### src/rtl/vga_mux_if.sv
//------------------------------------------------------------------------------
// Module  : vga_mux_if
// Purpose : Source-select / pixel-data / VGA-output bundle for vga_mux_driver.
//           VGA_TESTPAT_EN adds the tp_on input.
// Rev     : 1.0
//------------------------------------------------------------------------------
`default_nettype none

interface vga_mux_if #(
  parameter int N_SRC = 4,
  parameter int PIX_W = 16
);
  logic                     en;
  logic [N_SRC-1:0]         src_sel;
  logic [N_SRC*PIX_W-1:0]   src_data;
`ifdef VGA_TESTPAT_EN
  logic                     tp_on;
`endif
  logic [PIX_W-1:0]         vga_rgb;
  logic                     vga_hs;
  logic                     vga_vs;
  logic                     vga_blank;
  logic                     pixel_req;
  logic [10:0]              pixel_xpos;
  logic [10:0]              pixel_ypos;
  logic                     frame_start;
  logic                     line_start;

  modport master (
    output en, src_sel, src_data,
`ifdef VGA_TESTPAT_EN
    output tp_on,
`endif
    input  vga_rgb, vga_hs, vga_vs, vga_blank,
    input  pixel_req, pixel_xpos, pixel_ypos, frame_start, line_start
  );

  modport slave (
    input  en, src_sel, src_data,
`ifdef VGA_TESTPAT_EN
    input  tp_on,
`endif
    output vga_rgb, vga_hs, vga_vs, vga_blank,
    output pixel_req, pixel_xpos, pixel_ypos, frame_start, line_start
  );
endinterface

`default_nettype wire

### src/rtl/vga_mux_driver.sv
//------------------------------------------------------------------------------
// Module  : vga_mux_driver
// Purpose : VGA timing generator with a frame-latched one-hot pixel-source mux.
//           Define VGA_TESTPAT_EN for the 8-bar colour test pattern (tp_on).
// Rev     : 1.0
//------------------------------------------------------------------------------
`default_nettype none

module vga_mux_driver #(
  parameter int H_SYNC  = 96,
  parameter int H_BACK  = 48,
  parameter int H_DISP  = 640,
  parameter int H_FRONT = 16,
  parameter int V_SYNC  = 2,
  parameter int V_BACK  = 33,
  parameter int V_DISP  = 480,
  parameter int V_FRONT = 10,
  parameter int N_SRC   = 4,
  parameter int PIX_W   = 16,
  parameter int LEAD    = 1,
  parameter bit HS_POL  = 1'b0,
  parameter bit VS_POL  = 1'b0
) (
  input  logic       vga_clk_25,
  input  logic       rst_n,
  vga_mux_if.slave   bus
);

  localparam int H_TOTAL = H_SYNC + H_BACK + H_DISP + H_FRONT;
  localparam int V_TOTAL = V_SYNC + V_BACK + V_DISP + V_FRONT;

  localparam logic [10:0] C_H_LAST    = 11'(H_TOTAL - 1);
  localparam logic [10:0] C_V_LAST    = 11'(V_TOTAL - 1);
  localparam logic [10:0] C_H_SYNC    = 11'(H_SYNC);
  localparam logic [10:0] C_V_SYNC    = 11'(V_SYNC);
  localparam logic [10:0] C_H_DE_BEG  = 11'(H_SYNC + H_BACK);
  localparam logic [10:0] C_H_DE_END  = 11'(H_SYNC + H_BACK + H_DISP);
  localparam logic [10:0] C_V_DE_BEG  = 11'(V_SYNC + V_BACK);
  localparam logic [10:0] C_V_DE_END  = 11'(V_SYNC + V_BACK + V_DISP);
  localparam logic [10:0] C_H_REQ_BEG = 11'(H_SYNC + H_BACK - LEAD);
  localparam logic [10:0] C_H_REQ_END = 11'(H_SYNC + H_BACK + H_DISP - LEAD);

  logic [10:0]      r_h_cnt;
  logic [10:0]      r_v_cnt;
  logic [N_SRC-1:0] r_sel_shadow;
  logic [PIX_W-1:0] r_rgb;
  logic             r_hs;
  logic             r_vs;
  logic             r_blank;

  logic             w_run;
  logic             w_frame_start;
  logic             w_line_start;
  logic             w_v_act;
  logic             w_de;
  logic             w_req;
  logic [PIX_W-1:0] w_src_pix;
  logic [PIX_W-1:0] w_pix;
  logic             w_found;

  // Reset gates the combinational outputs too, so they read idle while rst_n is low.
  assign w_run         = rst_n & bus.en;
  assign w_line_start  = w_run & (r_h_cnt == 11'd0);
  assign w_frame_start = w_line_start & (r_v_cnt == 11'd0);
  assign w_v_act       = (r_v_cnt >= C_V_DE_BEG) && (r_v_cnt < C_V_DE_END);
  assign w_de          = w_run && w_v_act && (r_h_cnt >= C_H_DE_BEG) && (r_h_cnt < C_H_DE_END);
  assign w_req         = w_run && w_v_act && (r_h_cnt >= C_H_REQ_BEG) && (r_h_cnt < C_H_REQ_END);

  always_ff @(posedge vga_clk_25 or negedge rst_n) begin
    if (!rst_n) begin
      r_h_cnt <= 11'd0;
      r_v_cnt <= 11'd0;
    end else if (!bus.en) begin
      r_h_cnt <= 11'd0;
      r_v_cnt <= 11'd0;
    end else if (r_h_cnt == C_H_LAST) begin
      r_h_cnt <= 11'd0;
      r_v_cnt <= (r_v_cnt == C_V_LAST) ? 11'd0 : r_v_cnt + 11'd1;
    end else begin
      r_h_cnt <= r_h_cnt + 11'd1;
    end
  end

  // Selection only changes at frame boundaries so a frame never mixes sources.
  always_ff @(posedge vga_clk_25 or negedge rst_n) begin
    if (!rst_n) begin
      r_sel_shadow <= '0;
    end else if (w_frame_start) begin
      r_sel_shadow <= bus.src_sel;
    end
  end

  // Lowest set index wins; an empty select falls back to source 0.
  always_comb begin
    w_src_pix = bus.src_data[PIX_W-1:0];
    w_found   = 1'b0;
    for (int i = 0; i < N_SRC; i++) begin
      if (r_sel_shadow[i] && !w_found) begin
        w_src_pix = bus.src_data[i*PIX_W +: PIX_W];
        w_found   = 1'b1;
      end
    end
  end

`ifdef VGA_TESTPAT_EN
  localparam int BAR_W = (H_DISP / 8 > 0) ? H_DISP / 8 : 1;

  logic        r_tp_on;
  logic [10:0] w_xoff;
  logic [10:0] w_bar_full;
  logic [2:0]  w_bar;

  function automatic logic [15:0] bar_colour(input logic [2:0] idx);
    case (idx)
      3'd0:    bar_colour = 16'hFFFF;
      3'd1:    bar_colour = 16'hFFE0;
      3'd2:    bar_colour = 16'h07FF;
      3'd3:    bar_colour = 16'h07E0;
      3'd4:    bar_colour = 16'hF81F;
      3'd5:    bar_colour = 16'hF800;
      3'd6:    bar_colour = 16'h001F;
      default: bar_colour = 16'h0000;
    endcase
  endfunction

  always_ff @(posedge vga_clk_25 or negedge rst_n) begin
    if (!rst_n) begin
      r_tp_on <= 1'b0;
    end else if (w_frame_start) begin
      r_tp_on <= bus.tp_on;
    end
  end

  assign w_xoff     = r_h_cnt - C_H_DE_BEG;
  assign w_bar_full = w_xoff / 11'(BAR_W);
  assign w_bar      = (w_bar_full > 11'd7) ? 3'd7 : w_bar_full[2:0];
  assign w_pix      = r_tp_on ? PIX_W'(bar_colour(w_bar)) : w_src_pix;
`else
  assign w_pix      = w_src_pix;
`endif

  always_ff @(posedge vga_clk_25 or negedge rst_n) begin
    if (!rst_n) begin
      r_rgb   <= '0;
      r_blank <= 1'b0;
      r_hs    <= ~HS_POL;
      r_vs    <= ~VS_POL;
    end else begin
      r_rgb   <= w_de ? w_pix : '0;
      r_blank <= w_de;
      r_hs    <= (w_run && (r_h_cnt < C_H_SYNC)) ? HS_POL : ~HS_POL;
      r_vs    <= (w_run && (r_v_cnt < C_V_SYNC)) ? VS_POL : ~VS_POL;
    end
  end

  assign bus.vga_rgb     = r_rgb;
  assign bus.vga_blank   = r_blank;
  assign bus.vga_hs      = r_hs;
  assign bus.vga_vs      = r_vs;
  assign bus.pixel_req   = w_req;
  assign bus.pixel_xpos  = w_req ? (r_h_cnt - C_H_REQ_BEG) : 11'd0;
  assign bus.pixel_ypos  = w_req ? (r_v_cnt - C_V_DE_BEG) : 11'd0;
  assign bus.frame_start = w_frame_start;
  assign bus.line_start  = w_line_start;

endmodule

`default_nettype wire

### src/flat_wrapper.sv
// flat-port wrapper written by rule: the top's interface ports become plain ports
module vga_mux_driver_flat 
#(
  parameter int H_SYNC  = 96,
  parameter int H_BACK  = 48,
  parameter int H_DISP  = 640,
  parameter int H_FRONT = 16,
  parameter int V_SYNC  = 2,
  parameter int V_BACK  = 33,
  parameter int V_DISP  = 480,
  parameter int V_FRONT = 10,
  parameter int N_SRC   = 4,
  parameter int PIX_W   = 16,
  parameter int LEAD    = 1,
  parameter bit HS_POL  = 1'b0,
  parameter bit VS_POL  = 1'b0
)
  (vga_clk_25, rst_n, bus_en, bus_src_sel, bus_src_data, bus_vga_rgb, bus_vga_hs, bus_vga_vs, bus_vga_blank, bus_pixel_req, bus_pixel_xpos, bus_pixel_ypos, bus_frame_start, bus_line_start);
  vga_mux_if #(.N_SRC(N_SRC), .PIX_W(PIX_W)) bus_i ();
  input  logic vga_clk_25;
  input  logic rst_n;
  input wire logic [$bits(bus_i.en)-1:0] bus_en;
  input wire logic [$bits(bus_i.src_sel)-1:0] bus_src_sel;
  input wire logic [$bits(bus_i.src_data)-1:0] bus_src_data;
  output wire logic [$bits(bus_i.vga_rgb)-1:0] bus_vga_rgb;
  output wire logic [$bits(bus_i.vga_hs)-1:0] bus_vga_hs;
  output wire logic [$bits(bus_i.vga_vs)-1:0] bus_vga_vs;
  output wire logic [$bits(bus_i.vga_blank)-1:0] bus_vga_blank;
  output wire logic [$bits(bus_i.pixel_req)-1:0] bus_pixel_req;
  output wire logic [$bits(bus_i.pixel_xpos)-1:0] bus_pixel_xpos;
  output wire logic [$bits(bus_i.pixel_ypos)-1:0] bus_pixel_ypos;
  output wire logic [$bits(bus_i.frame_start)-1:0] bus_frame_start;
  output wire logic [$bits(bus_i.line_start)-1:0] bus_line_start;
  assign bus_i.en = bus_en;
  assign bus_i.src_sel = bus_src_sel;
  assign bus_i.src_data = bus_src_data;
  assign bus_vga_rgb = bus_i.vga_rgb;
  assign bus_vga_hs = bus_i.vga_hs;
  assign bus_vga_vs = bus_i.vga_vs;
  assign bus_vga_blank = bus_i.vga_blank;
  assign bus_pixel_req = bus_i.pixel_req;
  assign bus_pixel_xpos = bus_i.pixel_xpos;
  assign bus_pixel_ypos = bus_i.pixel_ypos;
  assign bus_frame_start = bus_i.frame_start;
  assign bus_line_start = bus_i.line_start;
  vga_mux_driver #(.H_SYNC(H_SYNC), .H_BACK(H_BACK), .H_DISP(H_DISP), .H_FRONT(H_FRONT), .V_SYNC(V_SYNC), .V_BACK(V_BACK), .V_DISP(V_DISP), .V_FRONT(V_FRONT), .N_SRC(N_SRC), .PIX_W(PIX_W), .LEAD(LEAD), .HS_POL(HS_POL), .VS_POL(VS_POL)) u_core (.vga_clk_25(vga_clk_25), .rst_n(rst_n), .bus(bus_i));
endmodule
### config.mk
export PLATFORM = sky130hd
export DESIGN_NAME = vga_mux_driver_flat
export DESIGN_NICKNAME = d
export VERILOG_FILES = /design/src/rtl/vga_mux_if.sv /design/src/rtl/vga_mux_driver.sv /design/src/flat_wrapper.sv
export SDC_FILE = /design/constraint.sdc
export NUM_CORES = 1
export LEC_CHECK = 0
export CORE_UTILIZATION = 34
export CTS_CLUSTER_DIAMETER = 80
export DETAILED_ROUTE_END_ITERATION = 6
export PLACE_DENSITY_LB_ADDON = 0.15
export REMOVE_ABC_BUFFERS = 1
export SETUP_SLACK_MARGIN = 0.5
export SLEW_MARGIN = 10
export SYNTH_ARGS = -nofsm -noshare
export SYNTH_HDL_FRONTEND = slang
export SYNTH_SLANG_ARGS = --single-unit
### constraint.sdc
create_clock -name vga_clk_25 -period 3.88 [get_ports vga_clk_25]
set_input_delay 0.776 -clock vga_clk_25 [delete_from_list [all_inputs] [get_ports vga_clk_25]]
set_output_delay 0.776 -clock vga_clk_25 [all_outputs]
set_load 0.01 [all_outputs]
==> results.sh, run 1 <==
export IMPL_status="finished clean"
export IMPL_crit_required_ns=3.10
export IMPL_relSlewSlack_pct=28.3
export IMPL_die_h_um=95.8
export IMPL_ys_ff_latch=45
export IMPL_yosysWarnings=0
export IMPL_synth_flop_cell="dfrtp_1"
export IMPL_drc=0
export IMPL_netlist_area_mm2=0.00299
export IMPL_path_cells="a2111o_1, or4_4, a21oi_4, buf_12, nor3_1, dlygate4sd2_1"
export IMPL_cp_end_kind="primary output"
export IMPL_hold_end="u_core.r_sel_shadow[3]"
export IMPL_vias=3069
export IMPL_place_hpwl_mm=6.59
export IMPL_start_util_pct=35.7
export IMPL_setup_slack_ns=0.567
export IMPL_min_path_type="reg -> reg"
export IMPL_finClkSkew_ns=0.0114
export IMPL_cts_tree="yes"
export IMPL_dp_cells=529
export IMPL_pre_cts_ws_ns=0.191
export IMPL_powerDensity_mw_per_mm2=290
export IMPL_grt_pass1_wl_mm=14.2
export IMPL_grt_overflow=0
export IMPL_viasPerCell=5.56
export IMPL_final_common_cell="clkdlybuf4s50_1"
export IMPL_rows=33
export IMPL_drt_first_pass_iters=4
export IMPL_antenna_found_initial=0
export IMPL_syn_avg_cell_area_um2=9.00
export IMPL_cap_violations=0
export IMPL_crit_cells=6
export IMPL_arrival_ns=2.54
export IMPL_finalCritPeriodShare_pct=85.4
export IMPL_finalNetCount=521
export IMPL_drv_slew=0
export IMPL_final_antenna_net_count=0
export IMPL_pin_count=115
export IMPL_finalHoldWorstSlack_ns=0.510
export IMPL_ir_worst_vdd_mv=0.159
export IMPL_routed_wl_mm=9.44
export IMPL_cts_hold_buf=0
export IMPL_clock_sinks=45
export IMPL_worstMarginPinSlew_ns=1.08
export IMPL_layoutNonFillerInstCount=552
export IMPL_fin_crit_ns=3.31
export IMPL_post_drt_wl_per_cell_um=17.1
export IMPL_cts_root_buf="clkbuf_8"
export IMPL_regToRegSetupSlack_ns=1.41
export IMPL_crit_family="compound AO/OA/AOI/OAI gates"
export IMPL_holdCritStartpoint="u_core.r_sel_shadow[3]"
export IMPL_grt_usage_pct=20.3
export IMPL_port_buffers=114
export IMPL_fmax_mhz=302
export IMPL_clk_latency_ns=0.30
export IMPL_drtIter0Drc=133
export IMPL_tns_ns=0
export IMPL_rsz0062_at_grt="false"
export IMPL_reg2reg_to="u_core.bus.vga_rgb[2]"
export IMPL_htreeDepth=2
export IMPL_synthToLayoutAreaGrowth_pct=50.3
export IMPL_die_w_um=95.8
export IMPL_p_leak_uw=0.00187
export IMPL_grt_max_degree=33
export IMPL_synthCells=332
export IMPL_finalSetupViolCount=0
export IMPL_path_class="reg -> out"
export IMPL_core_area_mm2=0.00838
export IMPL_hold_viol_final=0
export IMPL_r2r_cells=7
export IMPL_ys_types=53
export IMPL_startpoint_type="flip-flop"
export IMPL_final_cell_mix="clkdlybuf4s50_1, dfrtp_1, nor2_1"
export IMPL_clk_path_buf_depth=2
export IMPL_grt_pass1_vias=2800
export IMPL_place_gp_congestion=0.838
export IMPL_dieArea_mm2=0.00917
export IMPL_worstPathMaxFanout=8
export IMPL_whs_path_depth=1
export IMPL_clkSlewWorstSetupHoldPaths_ns=0.09
export IMPL_crit_buf_inv=2
export IMPL_fillers=791
export IMPL_async_flop_share_pct=100
export IMPL_numCtsBuffers=5
export IMPL_synth_edff_count=0
export IMPL_r2r_start="u_core.r_v_cnt[1]"
export IMPL_ys_seq_area_share_pct=37.8
export IMPL_n_antenna_cell=0
export IMPL_slowest_delay_ns=0.60
export IMPL_drive_gt1_share_pct=14.5
export IMPL_cp_slowest_cell="or4_4"
## cell usage after synthesis, drive strengths merged (3+ instances only)
cell type   n  share of area (%)
dfrtp      43                 36
nor2       35                4.4
nor3       33                5.5
clkbuf     25                3.1
a2111oi    16                5.8
a22oi      16                4.0
a2bb2oi    16                4.7
xnor2      15                4.4
buf        11                2.3
inv        11                1.4
o21ai      10                1.7
nand2       9                1.1
nand4       9                1.9
nand3       8                1.3
a21oi       7                1.5
a22o        6                1.8
nor4        5                1.5
xor2        5                1.5
and3        4               0.84
ha          4                1.7
mux2        4                1.5
nor2b       4               0.84
or3         4               0.84
o31ai       3               0.75
or4         3                1.0
## worst max-delay path by stage
stage	startpoint	end	slack, ns
after global routing	u_core.r_h_cnt[1]	bus_frame_start	0.51
after global placement	bus_en	bus_pixel_xpos[7]	0.24
after CTS	bus_en	bus_pixel_ypos[2]	0.46
final	u_core.r_v_cnt[1]	bus_pixel_ypos[10]	0.57
after floorplan	u_core.r_v_cnt[2]	bus_pixel_xpos[7]	0.84
after detailed placement	bus_en	bus_pixel_xpos[7]	0.19
## registers in the layout, indices dropped and copies added, names as in the netlist
signal and count:
u_core.bus.vga_rgb 16, u_core.r_h_cnt 11, u_core.r_v_cnt 11, u_core.r_sel_shadow 4, u_core.bus.vga_blank 1, u_core.bus.vga_hs 1, u_core.bus.vga_vs 1
## worst register-to-register path, cell delays in order, from the launching register on
cell and delay, ns:
dfrtp_2 0.44, a2111o_1 0.50, or4_4 0.60, a21oi_4 0.16, buf_4 0.16, buf_4 0.11
buf_4 0.21, a2111oi_0 0.10
## per-layer routing
metal / wire (µm) / up-vias / GRT usage [%]
li1: - / 1469 / -
met1: 4000 / 1462 / 25.9
met2: 4450 / 121 / 34.1
met3: 804 / 17 / 4.27
met4: 188 / 0 / 6.59
met5: 0 / - / 0
## per-stage QoR
step | power, µW | util, % | instance area (µm²)
after floorplan | 715 | - | 2830
after global placement | 872 | 50.1 | 4200
after detailed placement | 878 | 50.1 | 4200
after CTS | 1320 | 53.0 | 4440
after global routing | 1370 | 53.6 | 4490
final | 1300 | 53.6 | 4490
## repair_timing
action	in CTS	in global routing
cloned	1	0
pin swaps	4	4
buffers inserted	10	4
setup endpoints to repair	24	22
resized for setup	28	17
## where the power goes
group | leakage [µW] | switching (µW) | internal, µW
clock | 0.0000687 | 178 | 260
combinational | 0.00119 | 143 | 191
sequential | 0.000608 | 45.6 | 486
## final cells by class
class                   count  area, µm²  share of cell area (%)
multi-input cells         241       1710                    38.0
repair buffers            142       1340                    29.9
flip-flops and latches     45       1130                    25.2
well taps                 105        131                    2.92
clock buffers               5       68.8                    1.53
clock inverters             3       68.8                    1.53
inverters                  11       41.3                   0.919
## cells by family after synthesis
logic type | share of synthesized area (%)
compound gates | 23.9
buf+inv | 6.78
flops | 37.8
xor+xnor | 5.86
simple gates | 22.2
mux | 1.84
fa+ha+maj | 1.67
No activity file was read; power rests on OpenSTA's default activity.
==> run 2, diff against run 1 <==
ABC_AREA = 1   (was default)
CORE_UTILIZATION = 50   (was 34)
==> results.sh, run 2 <==
export IMPL_status="finished clean"
export IMPL_place_hpwl_mm=6.48
export IMPL_final_cell_mix="nand2_1, clkdlybuf4s50_1, inv_1"
export IMPL_clk_latency_ns=0.30
export IMPL_largest_register_ffs=16
export IMPL_clk_path_buf_depth=2
export IMPL_utilization_pct=73.8
export IMPL_rsz0062_at_grt="false"
export IMPL_clock_sinks=45
export IMPL_seqCellArea_mm2=0.00113
export IMPL_yosysMostFrequentCell="nand2_1"
export IMPL_yosys_top_cells_area="dfrtp_1, nand2_1, o21ai_0"
export IMPL_powerDensity_mw_per_mm2=237
export IMPL_synth_edff_count=0
export IMPL_finalSetupViolCount=0
export IMPL_finalNetCount=677
export IMPL_ys_ff_latch=45
export IMPL_hold_viol_final=0
export IMPL_core_area_mm2=0.00653
export IMPL_routed_wl_mm=8.82
export IMPL_crit_start="bus_en"
export IMPL_r2r_start="u_core.r_sel_shadow[0]"
export IMPL_n_antenna_cell=0
export IMPL_yosysWarnings=0
export IMPL_synth_flop_cell="dfrtp_1"
export IMPL_holdCritStartpoint="u_core.r_sel_shadow[3]"
export IMPL_wl_met1_mm=3.63
export IMPL_p_leak_uw=0.00276
export IMPL_pin_count=115
export IMPL_grt_overflow=0
export IMPL_ys_seq_area_share_pct=32.6
export IMPL_numCtsBuffers=5
export IMPL_grt_pass1_vias=3193
export IMPL_start_util_pct=53.1
export IMPL_worstMarginPinSlew_ns=1.07
export IMPL_cts_hold_buf=0
export IMPL_worstPathMaxFanout=6
export IMPL_synthCells=492
export IMPL_wl_met3_um=687
export IMPL_cap_violations=0
export IMPL_fin_crit_ns=3.30
export IMPL_met2_length_mm=4.34
export IMPL_crit_required_ns=3.10
export IMPL_multiInputGateArea_mm2=0.00193
export IMPL_grt_pass1_wl_mm=14.6
export IMPL_startpoint_type="primary input"
export IMPL_drv_slew=0
export IMPL_async_flop_share_pct=100
export IMPL_finClkSkew_ns=0.00752
export IMPL_arrival_ns=2.52
export IMPL_drt_first_pass_iters=4
export IMPL_drive_gt1_share_pct=14.6
export IMPL_power_total_uw=1140
export IMPL_rows=29
export IMPL_grt_usage_pct=25.4
export IMPL_vias=3370
export IMPL_dp_cells=663
export IMPL_routed_top_layer="met4"
export IMPL_viasPerCell=4.96
export IMPL_fillers=536
export IMPL_fmax_mhz=303
export IMPL_synth_top_area_cell="dfrtp_1"
export IMPL_netlist_area_leader_share_pct=31.0
export IMPL_port_buffers=114
export IMPL_cts_tree="yes"
export IMPL_netlist_top_cells_count="nand2_1, inv_1, o21ai_0, dfrtp_1, nor2_1"
export IMPL_synthToLayoutAreaGrowth_pct=39.1
export IMPL_syn_avg_cell_area_um2=7.04
export IMPL_path_class="in -> out"
export IMPL_relSlewSlack_pct=28.9
export IMPL_antenna_found_initial=0
export IMPL_final_common_cell="nand2_1"
export IMPL_post_drt_wl_per_cell_um=13.0
export IMPL_drc=0
export IMPL_dieArea_mm2=0.00727
export IMPL_place_gp_congestion=0.887
export IMPL_ys_types=36
export IMPL_tns_ns=0
export IMPL_cp_end_kind="primary output"
export IMPL_min_path_type="reg -> reg"
export IMPL_cts_root_buf="clkbuf_8"
export IMPL_grt_max_degree=46
export IMPL_final_antenna_net_count=0
export IMPL_die_w_um=85.3
export IMPL_netlist_area_mm2=0.00347
export IMPL_drtIter0Drc=199
export IMPL_finalCritPeriodShare_pct=84.9
export IMPL_finalHoldWorstSlack_ns=0.481
export IMPL_layoutNonFillerInstCount=680
export IMPL_die_h_um=85.3
export IMPL_ir_worst_vdd_mv=0.144
export IMPL_clkSlewWorstSetupHoldPaths_ns=0.08
export IMPL_htreeDepth=2
## run 2: cell count changes after synthesis, moves of 10 or more
| cell | before | now |
|---|---|---|
| nand3_1 | 8 | 25 |
| nor2_2 | 0 | 22 |
| xor2_1 | 5 | 16 |
| o21ai_0 | 10 | 52 |
| a2bb2oi_1 | 16 | 0 |
| nand2_1 | 9 | 115 |
| inv_1 | 11 | 69 |
| o21ai_1 | 0 | 10 |
| clkbuf_1 | 25 | 5 |
| nor3_1 | 33 | 8 |
| a22oi_1 | 16 | 0 |
| nor2_4 | 0 | 18 |
| xnor2_1 | 15 | 1 |
## run 2: cell families after synthesis
kind of cell    synth area share (%)
simple gates                    37.4
flops                           32.6
fa+ha+maj                       1.44
compound gates                  10.8
xor+xnor                        4.30
buf+inv                         13.5
## run 2: layout make-up
type / instances / share of cell area, %
clock buffers: 6 / 1.51
clock inverters: 2 / 0.727
inverters: 77 / 6.02
multi-input cells: 350 / 39.9
flip-flops and latches: 45 / 23.4
well taps: 77 / 2.00
repair buffers: 123 / 26.4
## run 2: worst paths after layout
check,slack [ns],depth (start not counted),to
hold reg to reg,0.48,2,u_core.r_sel_shadow[3]
setup reg to reg,1.84,5,u_core.bus.vga_rgb[10]
min in group asynchronous,0.58,2,u_core.bus.vga_rgb[13]
max in group asynchronous,2.88,2,u_core.r_h_cnt[0]
setup / recovery,0.58,9,bus_pixel_xpos[6]
hold / removal,0.48,2,u_core.r_sel_shadow[3]
## run 2: critical path, stage by stage
cell and delay [ns]:
clkdlybuf4s50_1 0.48, nand2_1 0.10, inv_2 0.10, nand3_2 0.09, nor2_4 0.11, buf_12 0.15
nand2_8 0.09, nor2_2 0.09, clkdlybuf4s50_1 0.53
## run 2: through the flow
stage                     area (µm²)  worst slack (ns)
after floorplan                 3290              1.33
after global placement          4540             0.303
after detailed placement        4540             0.270
after CTS                       4730             0.512
after global routing            4820             0.488
final                           4820             0.584
## run 2: metal layers
layer  global-route usage, %  vias up
met3                    7.00       13
met1                    31.2     1483
met4                    7.42        0
met5                       0        -
li1                        -     1743
met2                    43.7      131
## run 2: what timing repair did
| action | CTS | global route |
|---|---|---|
| pin swaps | 3 | 1 |
| cloned | 2 | 0 |
| setup endpoints to repair | 24 | 24 |
| setup buffers | 5 | 2 |
| gates resized for setup | 4 | 26 |
## run 2: power by group
| group | internal (µW) | switching [µW] | leakage (µW) |
|---|---|---|---|
| Clock | 191 | 158 | 0.0000552 |
| Combinational | 135 | 165 | 0.00209 |
| Sequential | 483 | 10.6 | 0.000612 |
